<file path="src/rtl/bdos_pkg.sv">
// Shared types and constants for the CP/M BDOS console trap.
package bdos_pkg;

    typedef enum logic [2:0] {
        ST_IDLE     = 3'd0,
        ST_CHAR     = 3'd1,
        ST_STR_REQ  = 3'd2,
        ST_STR_PUSH = 3'd3,
        ST_ERR      = 3'd4
    } state_e;

    localparam int unsigned CHAR_W = 8;

    localparam logic [7:0]  BDOS_PRINT_CHAR = 8'd2;
    localparam logic [7:0]  BDOS_PRINT_STR  = 8'd9;
    localparam logic [7:0]  BDOS_TERM_CHAR  = 8'h24;
    localparam logic [15:0] BDOS_TRAP_ADDR  = 16'h0005;
    localparam logic [15:0] BDOS_ERR_ADDR   = 16'h069F;

endpackage

</file>
<file path="src/rtl/bdos_char_fifo.sv">
// Character FIFO between the BDOS trap and the console sink.
// Ports: push_i/data_i/full_o write side, pop_i/empty_o/head_o read side.
// A push is accepted only when the FIFO is not full at the start of the
// cycle, even if a pop happens in the same cycle. No fall-through: the head
// becomes visible the cycle after a push into an empty FIFO.
module bdos_char_fifo
    import bdos_pkg::*;
#(
    parameter int unsigned DEPTH  = 16,
    parameter int unsigned DATA_W = CHAR_W
) (
    input  logic              clk,
    input  logic              rst_n,
    input  logic              push_i,
    input  logic [DATA_W-1:0] data_i,
    output logic              full_o,
    input  logic              pop_i,
    output logic              empty_o,
    output logic [DATA_W-1:0] head_o
);

    localparam int unsigned PTR_W = $clog2(DEPTH);
    localparam int unsigned CNT_W = $clog2(DEPTH + 1);

    logic [DATA_W-1:0] mem_q [DEPTH];
    logic [PTR_W-1:0]  wr_ptr_q, rd_ptr_q;
    logic [CNT_W-1:0]  count_q;
    logic              push_ok_c, pop_ok_c;

    assign full_o    = (count_q == CNT_W'(DEPTH));
    assign empty_o   = (count_q == '0);
    assign head_o    = mem_q[rd_ptr_q];
    assign push_ok_c = push_i & ~full_o;
    assign pop_ok_c  = pop_i & ~empty_o;

    // Pointers wrap naturally because DEPTH is a power of two.
    always_ff @(posedge clk or negedge rst_n) begin
        if (!rst_n) begin
            wr_ptr_q <= '0;
            rd_ptr_q <= '0;
            count_q  <= '0;
            for (int i = 0; i < int'(DEPTH); i++) mem_q[i] <= '0;
        end else begin
            if (push_ok_c) begin
                mem_q[wr_ptr_q] <= data_i;
                wr_ptr_q        <= wr_ptr_q + PTR_W'(1);
            end
            if (pop_ok_c) rd_ptr_q <= rd_ptr_q + PTR_W'(1);
            unique case ({push_ok_c, pop_ok_c})
                2'b10:   count_q <= count_q + CNT_W'(1);
                2'b01:   count_q <= count_q - CNT_W'(1);
                default: count_q <= count_q;
            endcase
        end
    end

endmodule

</file>
<file path="src/rtl/bdos_console_trap.sv">
// CP/M BDOS console trap: services fn 2 / fn 9 on opcode fetches at TRAP_ADDR,
// freezes the CPU on a fetch of ERR_ADDR, and streams characters to a
// ready/valid console sink through bdos_char_fifo.
// Ports: clk/rst_n; CPU side m1_strobe, pc, reg_c, reg_de, cpu_hold;
// memory side mem_req/mem_addr/mem_ack/mem_rdata; sink side
// out_valid/out_data/out_ready; status err_hit, bad_call, str_ovf, m1_count.
module bdos_console_trap
    import bdos_pkg::*;
#(
    parameter int unsigned      ADDR_W     = 16,
    parameter logic [ADDR_W-1:0] TRAP_ADDR = ADDR_W'(BDOS_TRAP_ADDR),
    parameter logic [ADDR_W-1:0] ERR_ADDR  = ADDR_W'(BDOS_ERR_ADDR),
    parameter int unsigned      FIFO_DEPTH = 16,
    parameter int unsigned      MAX_STR    = 256,
    parameter logic [7:0]       TERM_CHAR  = BDOS_TERM_CHAR
) (
    input  logic              clk,
    input  logic              rst_n,
    input  logic              m1_strobe,
    input  logic [ADDR_W-1:0] pc,
    input  logic [7:0]        reg_c,
    input  logic [15:0]       reg_de,
    output logic              cpu_hold,
    output logic              mem_req,
    output logic [ADDR_W-1:0] mem_addr,
    input  logic              mem_ack,
    input  logic [7:0]        mem_rdata,
    output logic              out_valid,
    output logic [7:0]        out_data,
    input  logic              out_ready,
    output logic              err_hit,
    output logic              bad_call,
    output logic              str_ovf,
    output logic [31:0]       m1_count
);

    localparam int unsigned CNT_W = $clog2(MAX_STR + 1);

    state_e             state_q, state_d;
    logic [ADDR_W-1:0]  ptr_q, ptr_d;
    logic [CNT_W-1:0]   cnt_q, cnt_d;
    logic [CNT_W-1:0]   cnt_inc_c;
    logic [7:0]         byte_q, byte_d;
    logic               hold_q, hold_d;
    logic               mem_req_q, mem_req_d;
    logic               err_hit_q, err_hit_d;
    logic               bad_call_q, bad_call_d;
    logic               str_ovf_q, str_ovf_d;
    logic [31:0]        m1_count_q, m1_count_d;
    logic               push_c;
    logic               fifo_full_c, fifo_empty_c;

    assign cnt_inc_c = cnt_q + CNT_W'(1);

    // Next-state and output decode.
    always_comb begin
        state_d    = state_q;
        ptr_d      = ptr_q;
        cnt_d      = cnt_q;
        byte_d     = byte_q;
        err_hit_d  = err_hit_q;
        str_ovf_d  = str_ovf_q;
        bad_call_d = 1'b0;
        push_c     = 1'b0;
        m1_count_d = (m1_strobe && (m1_count_q != '1)) ? m1_count_q + 32'd1 : m1_count_q;

        unique case (state_q)
            ST_IDLE: begin
                // The error address is tested first so it wins if both match.
                if (m1_strobe && (pc == ERR_ADDR)) begin
                    err_hit_d = 1'b1;
                    state_d   = ST_ERR;
                end else if (m1_strobe && (pc == TRAP_ADDR)) begin
                    if (reg_c == BDOS_PRINT_CHAR) begin
                        byte_d  = reg_de[7:0];
                        state_d = ST_CHAR;
                    end else if (reg_c == BDOS_PRINT_STR) begin
                        ptr_d   = ADDR_W'(reg_de);
                        cnt_d   = '0;
                        state_d = ST_STR_REQ;
                    end else begin
                        bad_call_d = 1'b1;
                    end
                end
            end
            ST_CHAR: begin
                if (!fifo_full_c) begin
                    push_c  = 1'b1;
                    state_d = ST_IDLE;
                end
            end
            ST_STR_REQ: begin
                if (mem_ack) begin
                    if (mem_rdata == TERM_CHAR) begin
                        state_d = ST_IDLE;
                    end else begin
                        byte_d  = mem_rdata;
                        state_d = ST_STR_PUSH;
                    end
                end
            end
            ST_STR_PUSH: begin
                if (!fifo_full_c) begin
                    push_c = 1'b1;
                    ptr_d  = ptr_q + ADDR_W'(1);
                    cnt_d  = cnt_inc_c;
                    if (cnt_inc_c == CNT_W'(MAX_STR)) begin
                        str_ovf_d = 1'b1;
                        state_d   = ST_IDLE;
                    end else begin
                        state_d = ST_STR_REQ;
                    end
                end
            end
            ST_ERR: begin
                state_d = ST_ERR;
            end
            default: begin
                state_d = ST_IDLE;
            end
        endcase

        hold_d    = (state_d != ST_IDLE);
        mem_req_d = (state_d == ST_STR_REQ);
    end

    // State and registered outputs.
    always_ff @(posedge clk or negedge rst_n) begin
        if (!rst_n) begin
            state_q    <= ST_IDLE;
            ptr_q      <= '0;
            cnt_q      <= '0;
            byte_q     <= '0;
            hold_q     <= 1'b0;
            mem_req_q  <= 1'b0;
            err_hit_q  <= 1'b0;
            bad_call_q <= 1'b0;
            str_ovf_q  <= 1'b0;
            m1_count_q <= '0;
        end else begin
            state_q    <= state_d;
            ptr_q      <= ptr_d;
            cnt_q      <= cnt_d;
            byte_q     <= byte_d;
            hold_q     <= hold_d;
            mem_req_q  <= mem_req_d;
            err_hit_q  <= err_hit_d;
            bad_call_q <= bad_call_d;
            str_ovf_q  <= str_ovf_d;
            m1_count_q <= m1_count_d;
        end
    end

    bdos_char_fifo #(
        .DEPTH  (FIFO_DEPTH),
        .DATA_W (CHAR_W)
    ) u_fifo (
        .clk     (clk),
        .rst_n   (rst_n),
        .push_i  (push_c),
        .data_i  (byte_q),
        .full_o  (fifo_full_c),
        .pop_i   (out_ready),
        .empty_o (fifo_empty_c),
        .head_o  (out_data)
    );

    assign cpu_hold  = hold_q;
    assign mem_req   = mem_req_q;
    assign mem_addr  = ptr_q;
    assign out_valid = ~fifo_empty_c;
    assign err_hit   = err_hit_q;
    assign bad_call  = bad_call_q;
    assign str_ovf   = str_ovf_q;
    assign m1_count  = m1_count_q;

endmodule

</file>
<file path="config.mk">
export PLATFORM = sky130hd
export DESIGN_NAME = bdos_console_trap
export DESIGN_NICKNAME = d
export VERILOG_FILES = /design/src/rtl/bdos_pkg.sv /design/src/rtl/bdos_char_fifo.sv /design/src/rtl/bdos_console_trap.sv
export SDC_FILE = /design/constraint.sdc
export NUM_CORES = 1
export LEC_CHECK = 0
export BUFFER_PORTS_ARGS = -buffer_cell sky130_fd_sc_hd__buf_2
export CORE_MARGIN = 2
export CORE_UTILIZATION = 45
export CTS_BUF_LIST = sky130_fd_sc_hd__clkbuf_8
export DETAILED_ROUTE_END_ITERATION = 8
export PLACE_DENSITY = 0.73
export SLEW_MARGIN = 40
export SYNTH_ARGS = -nofsm -noshare
export SYNTH_HDL_FRONTEND = slang
export SYNTH_HIERARCHICAL = 1
export SYNTH_SLANG_ARGS = --single-unit
</file>
<file path="constraint.sdc">
create_clock -name clk -period 3.6 [get_ports clk]
set_clock_uncertainty 0.1 [all_clocks]
set_input_delay 0.36 -clock clk [delete_from_list [all_inputs] [get_ports clk]]
set_output_delay 0.36 -clock clk [all_outputs]
set_load 0.005 [all_outputs]
</file>
# ---- Word level (Yosys, flattened, before mapping)
# Index checks and enable logic that the tools add are counted.
dict set report classes {
  mux 42
  reduce_logical 15
  order_cmp 3
  eq_ne 23
  add_sub_neg 7
  bitwise_logic 6
}
# op n
set ops {}
lappend ops {{$bwmux W128} 1}
lappend ops {{$mux W16} 5}
lappend ops {{$mux W8} 8}
lappend ops {{$mux W9} 5}
lappend ops {{$add A32 B1 Y32 const B} 1}
lappend ops {{$bmux W8 S4} 1}
lappend ops {{$demux W8 S4} 1}
lappend ops {{$ne A32 B32 Y1 const B} 1}
lappend ops {{$pmux W16 S2} 1}
lappend ops {{$mux W3} 7}
lappend ops {{$pmux W9 S2} 1}
lappend ops {{$add A16 B1 Y16 const B} 1}
lappend ops {{$eq A16 B11 Y1 const B} 1}
lappend ops {{$eq A16 B3 Y1 const B} 1}
lappend ops {{$ne A2 B2 Y1 const B} 8}
lappend ops {{$pmux W8 S2} 1}
lappend ops {{$pmux W3 S5} 1}
lappend ops {{$reduce_and A6 Y1} 2}
lappend ops {{$ge A5 B5 Y1 const B} 2}
lappend ops {{$not A4 Y5} 2}
lappend ops {{$pmux W5 S2} 1}
lappend ops {{$add A9 B1 Y9 const B} 1}
lappend ops {{$eq A3 B2 Y1 const B} 3}
lappend ops {{$eq A9 B9 Y1 const B} 1}
lappend ops {{other kinds (24)} 39}
dict set report word_totals {
  reg_bits 214
  elab_cells 125
  out_inout_bits 62
  input_bits 53
}

# ---- Longest topological paths before layout
dict set report logic_depth {
  word_depth 7
  ltp_mapped 13
  ltp_nobuf 13
}

# ---- By module
# Netlist, hierarchy kept.
# mod seq_area_each_um2 instances area_per_inst_um2 cells_per_inst
set modules_own_cells {}
lappend modules_own_cells {bdos_char_fifo 3528.4 1 6894.1 470}
lappend modules_own_cells {bdos_console_trap 1826.8 1 4057.6 418}

# ---- Worst setup path after synthesis
# No wires, ideal clock.
dict set report synth_path {
  path_kind {reg-to-reg}
  startpoint {register u_fifo.count_q[1]}
  endpoint {register u_fifo.count_q[4]}
  path_buffers 0
  required_ns 3.377
  path_stages_with_launch 14
  slack_ns 0.453
  arrival_ns 2.925
  period_less_slack_ns 3.147
  cell_sequence {dfrtp_1 > or4_4 > nor2_4 > nor2b_1 > nor2b_4 > inv_4 > ha_1 > inv_1 > fa_1 > nor2b_1 > o21ai_0 > nand3_1 > or3b_2 > xnor2_1}
}
dict set report synth_between {
  elab_chain_len 6
  word_cells_on_any_way 14
}
# element line_no
set synth_lines {}
lappend synth_lines {{start: declaration} bdos_char_fifo.sv:27} ;# logic [CNT_W-1:0] count_q;
lappend synth_lines {{start signal: assignment} bdos_char_fifo.sv:50} ;# 2'b10: count_q <= count_q + CNT_W'(1);
lappend synth_lines {{start signal: assignment} bdos_char_fifo.sv:51} ;# 2'b01: count_q <= count_q - CNT_W'(1);
lappend synth_lines {{start signal: assignment} bdos_char_fifo.sv:52} ;# default: count_q <= count_q;
lappend synth_lines {{$eq A5 B5 Y1 (*)} bdos_char_fifo.sv:30} ;# assign full_o = (count_q == CNT_W'(DEPTH));
lappend synth_lines {{net fifo_full_c} bdos_console_trap.sv:51} ;# logic fifo_full_c, fifo_empty_c;
lappend synth_lines {{$mux W1 (*)} {bdos_console_trap.sv:87, bdos_console_trap.sv:103}}
lappend synth_lines {{$mux W1 (*)} -}
lappend synth_lines {{net push_c} bdos_console_trap.sv:50} ;# logic push_c;
lappend synth_lines {{$and A1 B1 Y1 (*)} bdos_char_fifo.sv:33} ;# assign push_ok_c = push_i & ~full_o;
lappend synth_lines {{$eq A2 B1 Y1 or $eq A2 B2 Y1 (tied branches)} bdos_char_fifo.sv:49} ;# unique case ({push_ok_c, pop_ok_c})
lappend synth_lines {{$pmux W5 S2 or $reduce_bool A2 Y1 (tied branches)} -}
# The timed path passes the listed nets; every way through them passes the cells marked *.
# A chain may end at the register's enable or synchronous reset.

# ---- Worst setup path after layout
# Same ends and word-level chain as after synthesis.

==> flow_metrics.tcl <==
set metrics [dict create \
    min_period_over_period_pct 92.6 \
    place_congestion 0.846 \
    place_inst 1291 \
    vias 7618 \
    worstPathArrival_ps 3640 \
    grt_max_degree 87 \
    syn_inst 888 \
    dieArea_mm2 0.0256 \
    clk_pin_slew_ps 60 \
    dr.pass1.iters 5 \
    syn_area_per_cell_um2 12.3 \
    clock-sinks 214 \
    gr-total-overflow 0 \
    via_per_inst 5.60 \
    p_per_area_mw_per_mm2 715 \
    rsz0062_at_grt "no" \
    boundaryPins 115 \
    numCtsBuffers 38 \
    status "completed" \
    max_slew.worst_pin.slew_ps 855 \
    dieWidth_um 160 \
    cts_max_level 2 \
    pwr-share-clk_pct 24.9 \
    yosys_warnings 6 \
    drt-wirelength-per-cell_um 18.5 \
    synth-seq-area-share_pct 48.9 \
    holdWs_ps 54.1 \
    min_delay_path_depth 3 \
    pwr-share-comb_pct 31.4 \
    syn_area_mm2 0.0110 \
    p_leak_nw 6.08 \
    num_rows 57 \
    period_needed_ps 3330 \
    slew_headroom_pct 43.0 \
    vdd_drop_max_uv 401 \
    rr_startpoint "u_fifo/count_q[1]" \
    async_flop_share_pct 100 \
    layout_common_cells "dfrtp_1 (213), buf_2 (113), mux2_2 (107)" \
    cts_resized 0 \
    nets 1076 \
    switching_power_w 0.00323 \
    antenna_found_initial 1 \
    grt_util_all_layers_pct 20.0 \
    reg2reg_slack_ps 270 \
    synthDistinctLibCells 67 \
    cts_tree "built" \
    cp-end-kind "flop" \
    grt_pass1_vias 7774 \
    start_util_pct 45.4 \
    drv_cap 0 \
    dieHeight_um 160 \
    setup_tns_ps 0 \
    stdcell_count 1360 \
    max_freq_mhz 300 \
    final_common_cell "dfrtp_1" \
    seq_power_share_pct 43.6 \
    syn-num-nets 955 \
    start_kind "flop" \
    insertedDiodeCount 0 \
    hold_end "mem_addr[0]" \
    switching_share_pct 35.8 \
    grt_pass1_wl_um 41300 \
    drt-initial-drc-count 520 \
    core_area_mm2 0.0241 \
    hold_path_startpoint "reg_de[0]" \
    reg2reg_to "u_fifo/count_q[4]" \
    synth_edf_count 0 \
    crit_type "reg2reg" \
    dp_hpwl_um 16400 \
    clockRootBuffer "clkbuf_8" \
    r2r_cells 13 \
    setup-violations-final 0 \
    synth_ff_type "dfrtp_1" \
    wl_um 25100 \
    port_buffers 114 \
    synth-seq-cells 214 \
    layout-drive-gt1-share_pct 36.2 \
    p_int_w 0.00579 \
    drc 0 \
    clock_path_buffers 3 \
    timing.final.max_slew_violations 0 \
    insertion_delay_ps 530 \
    ant_nets 0 \
    hold_violations 0 \
    area_growth_syn_to_layout_pct 15.1 \
    worstPathMaxFanout 8 \
    min_path_type "in2reg" \
    cp_data_required_time_ps 3910 \
]
## sequential cells by signal, summed over array words and instances (netlist names), 3 cells and up
name and cells:
byte_q 8, cnt_q 9, m1_count 32, mem_addr 16
state_q 3, u_fifo/count_q 5, u_fifo/mem_q 128, u_fifo/rd_ptr_q 4
u_fifo/wr_ptr_q 4
## worst max path at each step
| stage | start | depth (start not counted) | endpoint | slack [ps] |
|---|---|---|---|---|
| detailed placement | u_fifo/count_q[1] | 13 | u_fifo/count_q[4] | 280 |
| global placement | u_fifo/count_q[1] | 13 | u_fifo/count_q[4] | 300 |
| finish | u_fifo/count_q[1] | 13 | u_fifo/count_q[4] | 270 |
| floorplan | u_fifo/count_q[1] | 13 | u_fifo/count_q[4] | 450 |
| CTS | u_fifo/count_q[1] | 13 | u_fifo/count_q[4] | 250 |
| global route | u_fifo/count_q[1] | 13 | u_fifo/count_q[4] | 70 |
## kinds of logic after synthesis
logic type / Yosys count / share of synthesized area [%]
AND/OR/NAND/NOR: 219 / 12.3
flip-flops: 214 / 48.9
multiplexers: 196 / 22.9
AO/OA/AOI/OAI: 143 / 8.16
buffers and inverters: 60 / 2.68
XOR/XNOR: 42 / 3.36
adder cells (fa/ha/maj): 14 / 1.67
## synthesized netlist by cell type (6+ instances only)
library cell,count,area (um^2)
ha_1,13,163
buf_6,7,78.8
a221oi_1,8,70.1
inv_1,13,48.8
nor3_1,15,75.1
xnor2_1,30,263
o21ai_0,41,205
mux2_2,107,1200
nand2_1,54,203
mux2i_1,25,250
and3_1,22,138
mux2_4,40,601
nand3_1,31,155
mux2_1,8,90.1
nor2_1,17,63.8
nand4_1,15,93.8
mux4_2,16,360
clkbuf_1,30,113
xor2_1,12,105
a31oi_1,15,93.8
a21oi_1,40,200
nor2b_1,6,37.5
a22oi_1,9,67.6
dfrtp_1,214,5360
and4_1,10,87.6
buf_2,8,40.0
nand2_4,8,90.1
## power by group through the flow
stage / sequential (W) / combinational (W) / clock [W]
after floorplan: 0.00353 / 0.00224 / 0
after global placement: 0.00394 / 0.00276 / 0
after detailed placement: 0.00396 / 0.00283 / 0
after CTS: 0.00393 / 0.00285 / 0.00232
after global routing: 0.00405 / 0.00311 / 0.00244
final: 0.00393 / 0.00283 / 0.00225
## area by class of cell
| class | count | area, um^2 |
|---|---|---|
| sequential | 214 | 5360 |
| tap | 324 | 405 |
| inverter | 14 | 55.1 |
| multi-input combinational | 614 | 5300 |
| clock inverter | 16 | 63.8 |
| fill | 2135 | 11500 |
| timing repair buffer | 127 | 724 |
| clock buffer | 51 | 702 |
## timing repair
item	in CTS	in global routing
hold endpoints to repair	59	0
hold buffers	2	0
buffers inserted	0	0
## critical path: stages (launching register included)
cell,delay [ps]
dfrtp_1,410
or4_4,560
nor2_4,170
nor2b_1,70
nor2b_4,150
inv_4,110
ha_1,240
inv_1,100
fa_1,410
nor2b_1,120
o21ai_0,100
nand3_1,90
or3b_2,450
xnor2_1,130
## stage by stage
step           setup slack (ps)  utilization (%)  area (um^2)  total power [W]
5_1_grt                    70.5             52.3        12600          0.00961
3_3_place_gp                302             49.0        11800          0.00669
3_5_place_dp                281             49.1        11800          0.00679
4_1_cts                     252             52.3        12600          0.00909
6_report                    266             52.3        12600          0.00901
2_1_floorplan               453                -        11000          0.00577
## layer usage
metal / wire length (um) / vias to the layer above / track usage (%)
met3: 1250 / 56 / 3.66
met1: 11500 / 3807 / 28.1
met5: 13 / - / 0
li1: - / 3518 / -
met4: 740 / 2 / 7.90
met2: 11600 / 235 / 30.9
(Power assumes the default switching activity.)
